**config.mk**
```make
export PLATFORM = sky130hd
export DESIGN_NAME = seq_gen_fsm_flat
export DESIGN_NICKNAME = d
export VERILOG_FILES = /design/src/rtl/seq_gen_if.sv /design/src/rtl/seq_gen_fsm.sv /design/src/flat_wrapper.sv
export SDC_FILE = /design/constraint.sdc
export NUM_CORES = 1
export LEC_CHECK = 0
export CAP_MARGIN = 40
export CORE_MARGIN = 4
export CORE_UTILIZATION = 36
export CTS_CLUSTER_DIAMETER = 80
export DETAILED_ROUTE_END_ITERATION = 7
export GPL_TIMING_DRIVEN = 0
export PLACE_DENSITY_LB_ADDON = 0.1
export SLEW_MARGIN = 20
export SYNTH_ARGS = -nofsm -noshare
export SYNTH_HDL_FRONTEND = slang
export SYNTH_SLANG_ARGS = --single-unit
```
**constraint.sdc**
```tcl
create_clock -name clk -period 2.35 [get_ports clk]
set_input_delay 0.47 -clock clk [delete_from_list [all_inputs] [get_ports clk]]
set_output_delay 0.47 -clock clk [all_outputs]
set_load 0.05 [all_outputs]
```
**src/rtl/seq_gen_if.sv**
```systemverilog
// Request/status bundle between a serial pattern source and its controller.
// The controller drives the request side and the generator drives the serial/status side.
interface seq_gen_if #(
    parameter int unsigned PAT_W = 7,
    parameter int unsigned RPT_W = 8
);
    localparam int unsigned LEN_W = $clog2(PAT_W + 1);

    logic             start;
    logic             abort;
    logic [PAT_W-1:0] pat_in;
    logic [LEN_W-1:0] pat_len;
    logic [RPT_W-1:0] rpt;
    logic             seq_out;
    logic             seq_vld;
    logic             busy;
    logic             done;

    modport master (
        output start, abort, pat_in, pat_len, rpt,
        input  seq_out, seq_vld, busy, done
    );

    modport slave (
        input  start, abort, pat_in, pat_len, rpt,
        output seq_out, seq_vld, busy, done
    );
endinterface

```
**src/rtl/seq_gen_fsm.sv**
```systemverilog
// Serial pattern transmitter: shifts a latched pattern out MSB-first, optionally repeated.
// Define SEQ_GEN_GAP_EN to insert GAP_CYC idle cycles between repetitions.
module seq_gen_fsm #(
    parameter int unsigned PAT_W   = 7,
    parameter int unsigned RPT_W   = 8,
    parameter int unsigned GAP_CYC = 2
) (
    input  logic      clk,
    input  logic      rst_n,
    seq_gen_if.slave  sg
);
    localparam int unsigned LEN_W = $clog2(PAT_W + 1);
    localparam int unsigned IDX_W = $clog2(PAT_W);
`ifdef SEQ_GEN_GAP_EN
    localparam int unsigned GAP_W = (GAP_CYC > 1) ? $clog2(GAP_CYC) : 1;
`endif

    if (PAT_W < 2 || GAP_CYC < 1) begin : g_param_chk
        $error("seq_gen_fsm: PAT_W must be >= 2 and GAP_CYC >= 1");
    end

    typedef enum logic [1:0] {
        IDLE = 2'd0,
        SEND = 2'd1
`ifdef SEQ_GEN_GAP_EN
       ,GAP  = 2'd2
`endif
    } state_t;

    state_t           state_q, state_d;
    logic [PAT_W-1:0] pat_q, pat_d;
    logic [IDX_W-1:0] len_m1_q, len_m1_d;
    logic [IDX_W-1:0] idx_q, idx_d;
    logic [RPT_W-1:0] rpt_q, rpt_d;
`ifdef SEQ_GEN_GAP_EN
    logic [GAP_W-1:0] gap_q, gap_d;
`endif
    logic             seq_out_q, seq_out_d;
    logic             seq_vld_q, seq_vld_d;
    logic             busy_q, busy_d;
    logic             done_q, done_d;
    logic [IDX_W-1:0] acc_len_m1_c;

    // Out-of-range lengths (0 or above PAT_W) fall back to the full pattern width.
    always_comb begin
        if (sg.pat_len == '0 || sg.pat_len > LEN_W'(PAT_W)) begin
            acc_len_m1_c = IDX_W'(PAT_W - 1);
        end else begin
            acc_len_m1_c = IDX_W'(sg.pat_len - LEN_W'(1));
        end
    end

    // State and datapath registers.
    always_ff @(posedge clk or negedge rst_n) begin
        if (!rst_n) begin
            state_q   <= IDLE;
            pat_q     <= '0;
            len_m1_q  <= '0;
            idx_q     <= '0;
            rpt_q     <= '0;
`ifdef SEQ_GEN_GAP_EN
            gap_q     <= '0;
`endif
            seq_out_q <= 1'b0;
            seq_vld_q <= 1'b0;
            busy_q    <= 1'b0;
            done_q    <= 1'b0;
        end else begin
            state_q   <= state_d;
            pat_q     <= pat_d;
            len_m1_q  <= len_m1_d;
            idx_q     <= idx_d;
            rpt_q     <= rpt_d;
`ifdef SEQ_GEN_GAP_EN
            gap_q     <= gap_d;
`endif
            seq_out_q <= seq_out_d;
            seq_vld_q <= seq_vld_d;
            busy_q    <= busy_d;
            done_q    <= done_d;
        end
    end

    // Next state and next registered outputs; outputs default to the idle values.
    always_comb begin
        state_d   = state_q;
        pat_d     = pat_q;
        len_m1_d  = len_m1_q;
        idx_d     = idx_q;
        rpt_d     = rpt_q;
`ifdef SEQ_GEN_GAP_EN
        gap_d     = gap_q;
`endif
        seq_out_d = 1'b0;
        seq_vld_d = 1'b0;
        busy_d    = 1'b0;
        done_d    = 1'b0;

        unique case (state_q)
            IDLE: begin
                if (sg.start && !sg.abort) begin
                    state_d   = SEND;
                    pat_d     = sg.pat_in;
                    len_m1_d  = acc_len_m1_c;
                    idx_d     = acc_len_m1_c;
                    rpt_d     = sg.rpt;
                    seq_out_d = sg.pat_in[acc_len_m1_c];
                    seq_vld_d = 1'b1;
                    busy_d    = 1'b1;
                end
            end

            SEND: begin
                if (sg.abort) begin
                    state_d = IDLE;
                end else if (idx_q != '0) begin
                    idx_d     = idx_q - IDX_W'(1);
                    seq_out_d = pat_q[idx_d];
                    seq_vld_d = 1'b1;
                    busy_d    = 1'b1;
                end else if (rpt_q != '0) begin
                    // Counting down the latched repeat value gives rpt+1 sends without wrap.
                    rpt_d  = rpt_q - RPT_W'(1);
                    busy_d = 1'b1;
`ifdef SEQ_GEN_GAP_EN
                    state_d = GAP;
                    gap_d   = GAP_W'(GAP_CYC - 1);
`else
                    idx_d     = len_m1_q;
                    seq_out_d = pat_q[len_m1_q];
                    seq_vld_d = 1'b1;
`endif
                end else begin
                    state_d = IDLE;
                    done_d  = 1'b1;
                end
            end

`ifdef SEQ_GEN_GAP_EN
            GAP: begin
                if (sg.abort) begin
                    state_d = IDLE;
                end else if (gap_q == '0) begin
                    state_d   = SEND;
                    idx_d     = len_m1_q;
                    seq_out_d = pat_q[len_m1_q];
                    seq_vld_d = 1'b1;
                    busy_d    = 1'b1;
                end else begin
                    gap_d  = gap_q - GAP_W'(1);
                    busy_d = 1'b1;
                end
            end
`endif

            default: begin
                state_d = IDLE;
            end
        endcase
    end

    assign sg.seq_out = seq_out_q;
    assign sg.seq_vld = seq_vld_q;
    assign sg.busy    = busy_q;
    assign sg.done    = done_q;

endmodule

```
**src/flat_wrapper.sv**
```systemverilog
// flat-port wrapper written by rule: the top's interface ports become plain ports
module seq_gen_fsm_flat 
#(
    parameter int unsigned PAT_W   = 7,
    parameter int unsigned RPT_W   = 8,
    parameter int unsigned GAP_CYC = 2
)
  (clk, rst_n, sg_start, sg_abort, sg_pat_in, sg_pat_len, sg_rpt, sg_seq_out, sg_seq_vld, sg_busy, sg_done);
  seq_gen_if #(.PAT_W(PAT_W), .RPT_W(RPT_W)) sg_i ();
  input  logic clk;
  input  logic rst_n;
  input wire logic [$bits(sg_i.start)-1:0] sg_start;
  input wire logic [$bits(sg_i.abort)-1:0] sg_abort;
  input wire logic [$bits(sg_i.pat_in)-1:0] sg_pat_in;
  input wire logic [$bits(sg_i.pat_len)-1:0] sg_pat_len;
  input wire logic [$bits(sg_i.rpt)-1:0] sg_rpt;
  output wire logic [$bits(sg_i.seq_out)-1:0] sg_seq_out;
  output wire logic [$bits(sg_i.seq_vld)-1:0] sg_seq_vld;
  output wire logic [$bits(sg_i.busy)-1:0] sg_busy;
  output wire logic [$bits(sg_i.done)-1:0] sg_done;
  assign sg_i.start = sg_start;
  assign sg_i.abort = sg_abort;
  assign sg_i.pat_in = sg_pat_in;
  assign sg_i.pat_len = sg_pat_len;
  assign sg_i.rpt = sg_rpt;
  assign sg_seq_out = sg_i.seq_out;
  assign sg_seq_vld = sg_i.seq_vld;
  assign sg_busy = sg_i.busy;
  assign sg_done = sg_i.done;
  seq_gen_fsm #(.PAT_W(PAT_W), .RPT_W(RPT_W), .GAP_CYC(GAP_CYC)) u_core (.clk(clk), .rst_n(rst_n), .sg(sg_i));
endmodule
```
==> key figures <==
Floorplan
  • Io pins: 26
  • Die width: 72.5 µm
  • Rows: 23
  • Die area: 0.00525 mm²
  • Starting density of the core: 37.4%
  • Die height: 72.5 µm
  • Core Region: 0.00400 mm²

Layout
  • Nets: 225
  • N_diodes: 0
  • Final Util: 47.7%
  • Layout cells sized above 1: 7.65%
  • Syn-to-layout area delta: 27.6%

Route
  • DRC Markers: 0
  • Met3 wire length: 141 µm
  • DR pass1 iterations: 6
  • Vias per cell: 5.28
  • Routed wire length: 3430 µm
  • DRT antenna net count: 0
  • Highest routing layer actually used: met4
  • WL per Instance: 13.9 µm
  • Routed met1 length: 1630 µm
  • Wire length on met2: 1630 µm
  • Iteration-0 DRC Markers: 61
  • Vias: 1299

Synthesis
  • Cells after Synth: 165
  • Count leader, synth: nand2_1
  • Synth top cells by count: nand2_1 (33), dfrtp_1 (25), nor2_1 (13)
  • Syn_nets: 193
  • Yosys top cell area share: 41.8%
  • Leading area contributor after synthesis: dfrtp_1
  • Area contributors post-synth: dfrtp_1 (42%), nand2_1 (8.3%), mux2i_1 (7.4%)
  • Post-synth EDFFs: 0
  • Synth unique cells: 37
  • Post-synth top flop: dfrtp_1
  • Sequential-to-total area share from yosys stat: 41.8%
  • Syn Area/Cell: 9.07 µm²
  • YS warnings: 0
  • Syn Std Cell Area: 0.00150 mm²
  • Async SR Flop Fraction: 100%
  • Synthesized flop and latch total: 25

CTS
  • CTS tree: built
  • Clock Root Buffer: clkbuf_8
  • H-tree depth: 1
  • Reg clk slew, reported paths: 90 ps
  • Post-CTS Hold Buffers: 0
  • Clk sinks: 25
  • CTS Buf Count: 3
  • CTS max path bufs: 2
  • Clk_lat worst skew: 270 ps

Global route
  • Vias in the first global route: 1299
  • First-pass GRT wire length: 5730 µm
  • GRT Residual Overflow: 0
  • Antenna violations before repair: 0
  • Largest net degree at the start of global routing: 26
  • Total GRT Usage: 13.8%

Setup path
  • CP endpoint kind: flop
  • FF-to-FF path depth: 8
  • Arr. time, crit path: 2350 ps
  • Critical path fanouts, max: 6
  • R2r setup slk: 150 ps
  • Crit path kind: reg2reg
  • CP peak stage delay: 420 ps
  • CP Launch Type: flop
  • RR Endpoint: u_core.rpt_q[3]$_DFFE_PN0P_
  • Crit-path slowest cell: dfrtp_1
  • Crit. Startpoint: u_core.idx_q[0]$_DFFE_PN0P_
  • WP data required: 2510 ps
  • Critical path cell sequence: inv_1 > ha_1 > nand4bb_1 > a31oi_4 > or2_1 > clkbuf_1 > nand2_1 > a221o_1
  • Reg2reg start: u_core.idx_q[0]$_DFFE_PN0P_

Power
  • VDD IR max: 0.285 mV
  • Power density over the cells: 769 mW/mm²
  • Total power draw: 1.47 mW
  • Static Leak: 0.853 nW

STA
  • Final Hold Fails: 0
  • PnR worst setup slack: 152 ps
  • Slew headroom: 63.0%
  • Min Tclk post-route: 2200 ps
  • Worst Tran Pin Value: 555 ps
  • RSZ-0062 raised after global routing: false
  • Final setup fails: 0
  • Clk_skew: 3.43 ps
  • Fin crit share: 93.5%
  • Fmax: 455 MHz
  • Max-slew violation count: 0

Placed design
  • GPL Wtd Cong: 0.911
  • Setup WS pre-CTS: -434 ps
  • Port Buf Inserts: 25
  • Dpl hpwl: 2580 µm

Run
  • Total of max-cap violations: 0

Status
  • Status: completed

Min path
  • Worst hold path class: in2async
[stage by stage]
step	instance area, µm²	hold WS, ps	setup TNS [ps]	cells
final	1910	182	0	246
after global routing	1910	237	0	246
after CTS	1860	216	0	244
after detailed placement	1800	489	-1170	240
after global placement	1810	477	-1250	240
after floorplan	1500	174	0	165
[flip-flops by register name, indices dropped and copies added (netlist names)]
name	flops
u_core.sg.busy	1
u_core.rpt_q	8
u_core.sg.seq_out	1
u_core.sg.done	1
u_core.idx_q	3
u_core.len_m1_q	3
u_core.pat_q	7
u_core.state_q	1
[per-layer routing]
| layer | up-vias | track usage (%) |
|---|---|---|
| met5 | - | 0 |
| met1 | 620 | 18.6 |
| met4 | 0 | 4.51 |
| li1 | 644 | - |
| met2 | 31 | 22.4 |
| met3 | 4 | 2.35 |
[worst max path at each step]
stage	depth (start not counted)	slack, ps	endpoint
2_1_floorplan	8	380	u_core.rpt_q[3]$_DFFE_PN0P_
3_3_place_gp	9	-370	u_core.sg.seq_out$_DFF_PN0_
3_5_place_dp	9	-430	u_core.sg.seq_out$_DFF_PN0_
4_1_cts	8	30	u_core.rpt_q[3]$_DFFE_PN0P_
5_1_grt	8	10	u_core.rpt_q[2]$_DFFE_PN0P_
6_report	8	150	u_core.rpt_q[3]$_DFFE_PN0P_
[cells by family after synthesis]
kind of cell	after synthesis	share of synthesized area, %
AND/OR/NAND/NOR	71	23.7
adder cells (fa/ha/maj)	6	5.02
buffers and inverters	16	4.26
AO/OA/AOI/OAI	33	14.1
multiplexers	14	11.1
flip-flops	25	41.8
[cells in the final DEF (no fill, tap or decap), types with 2 or more instances in the layout]
cell	instances
a21oi_1	8
buf_4	3
clkbuf_1	6
clkbuf_8	3
clkdlybuf4s50_1	23
dfrtp_1	25
ha_1	6
inv_1	10
mux2i_1	11
mux4_2	2
nand2_1	33
nand2b_1	3
nand3_1	2
nand3b_1	2
nor2_1	12
nor2b_1	3
nor3b_1	2
nor3b_2	2
o21ai_0	4
o21ai_1	5
o221a_1	2
o22ai_1	3
or2_1	2
or3_1	2
or4_1	2
[worst max-delay path: cells and delay by family (launching register included)]
family	cells	cell delay, ps
AO/OA/AOI/OAI	2	580
AND/OR/NAND/NOR	3	480
flip-flops	1	420
buffers and inverters	2	360
adder cells (fa/ha/maj)	1	240
[cell type report]
type	count	area (µm²)
plain buffers	6	26.3
clock buffers	4	45.0
fillers	390	2090
inverters	10	37.5
multi-input cells	124	850
flip-flops and latches	25	626
well taps	50	62.6
repair buffers	27	263
[where the power goes]
group | internal, mW | switching (mW) | leakage, nW | total, mW
logic | 0.273 | 0.294 | 0.527 | 0.568
registers | 0.537 | 0.108 | 0.304 | 0.645
clock network | 0.121 | 0.133 | 0.0228 | 0.255
[what timing repair did]
action	in CTS	in global routing
setup buffers	0	2
cloned	0	0
resized for setup	3	6
endpoints found under the setup margin	2	5
pin swaps	0	1
(Power assumes the default switching activity.)
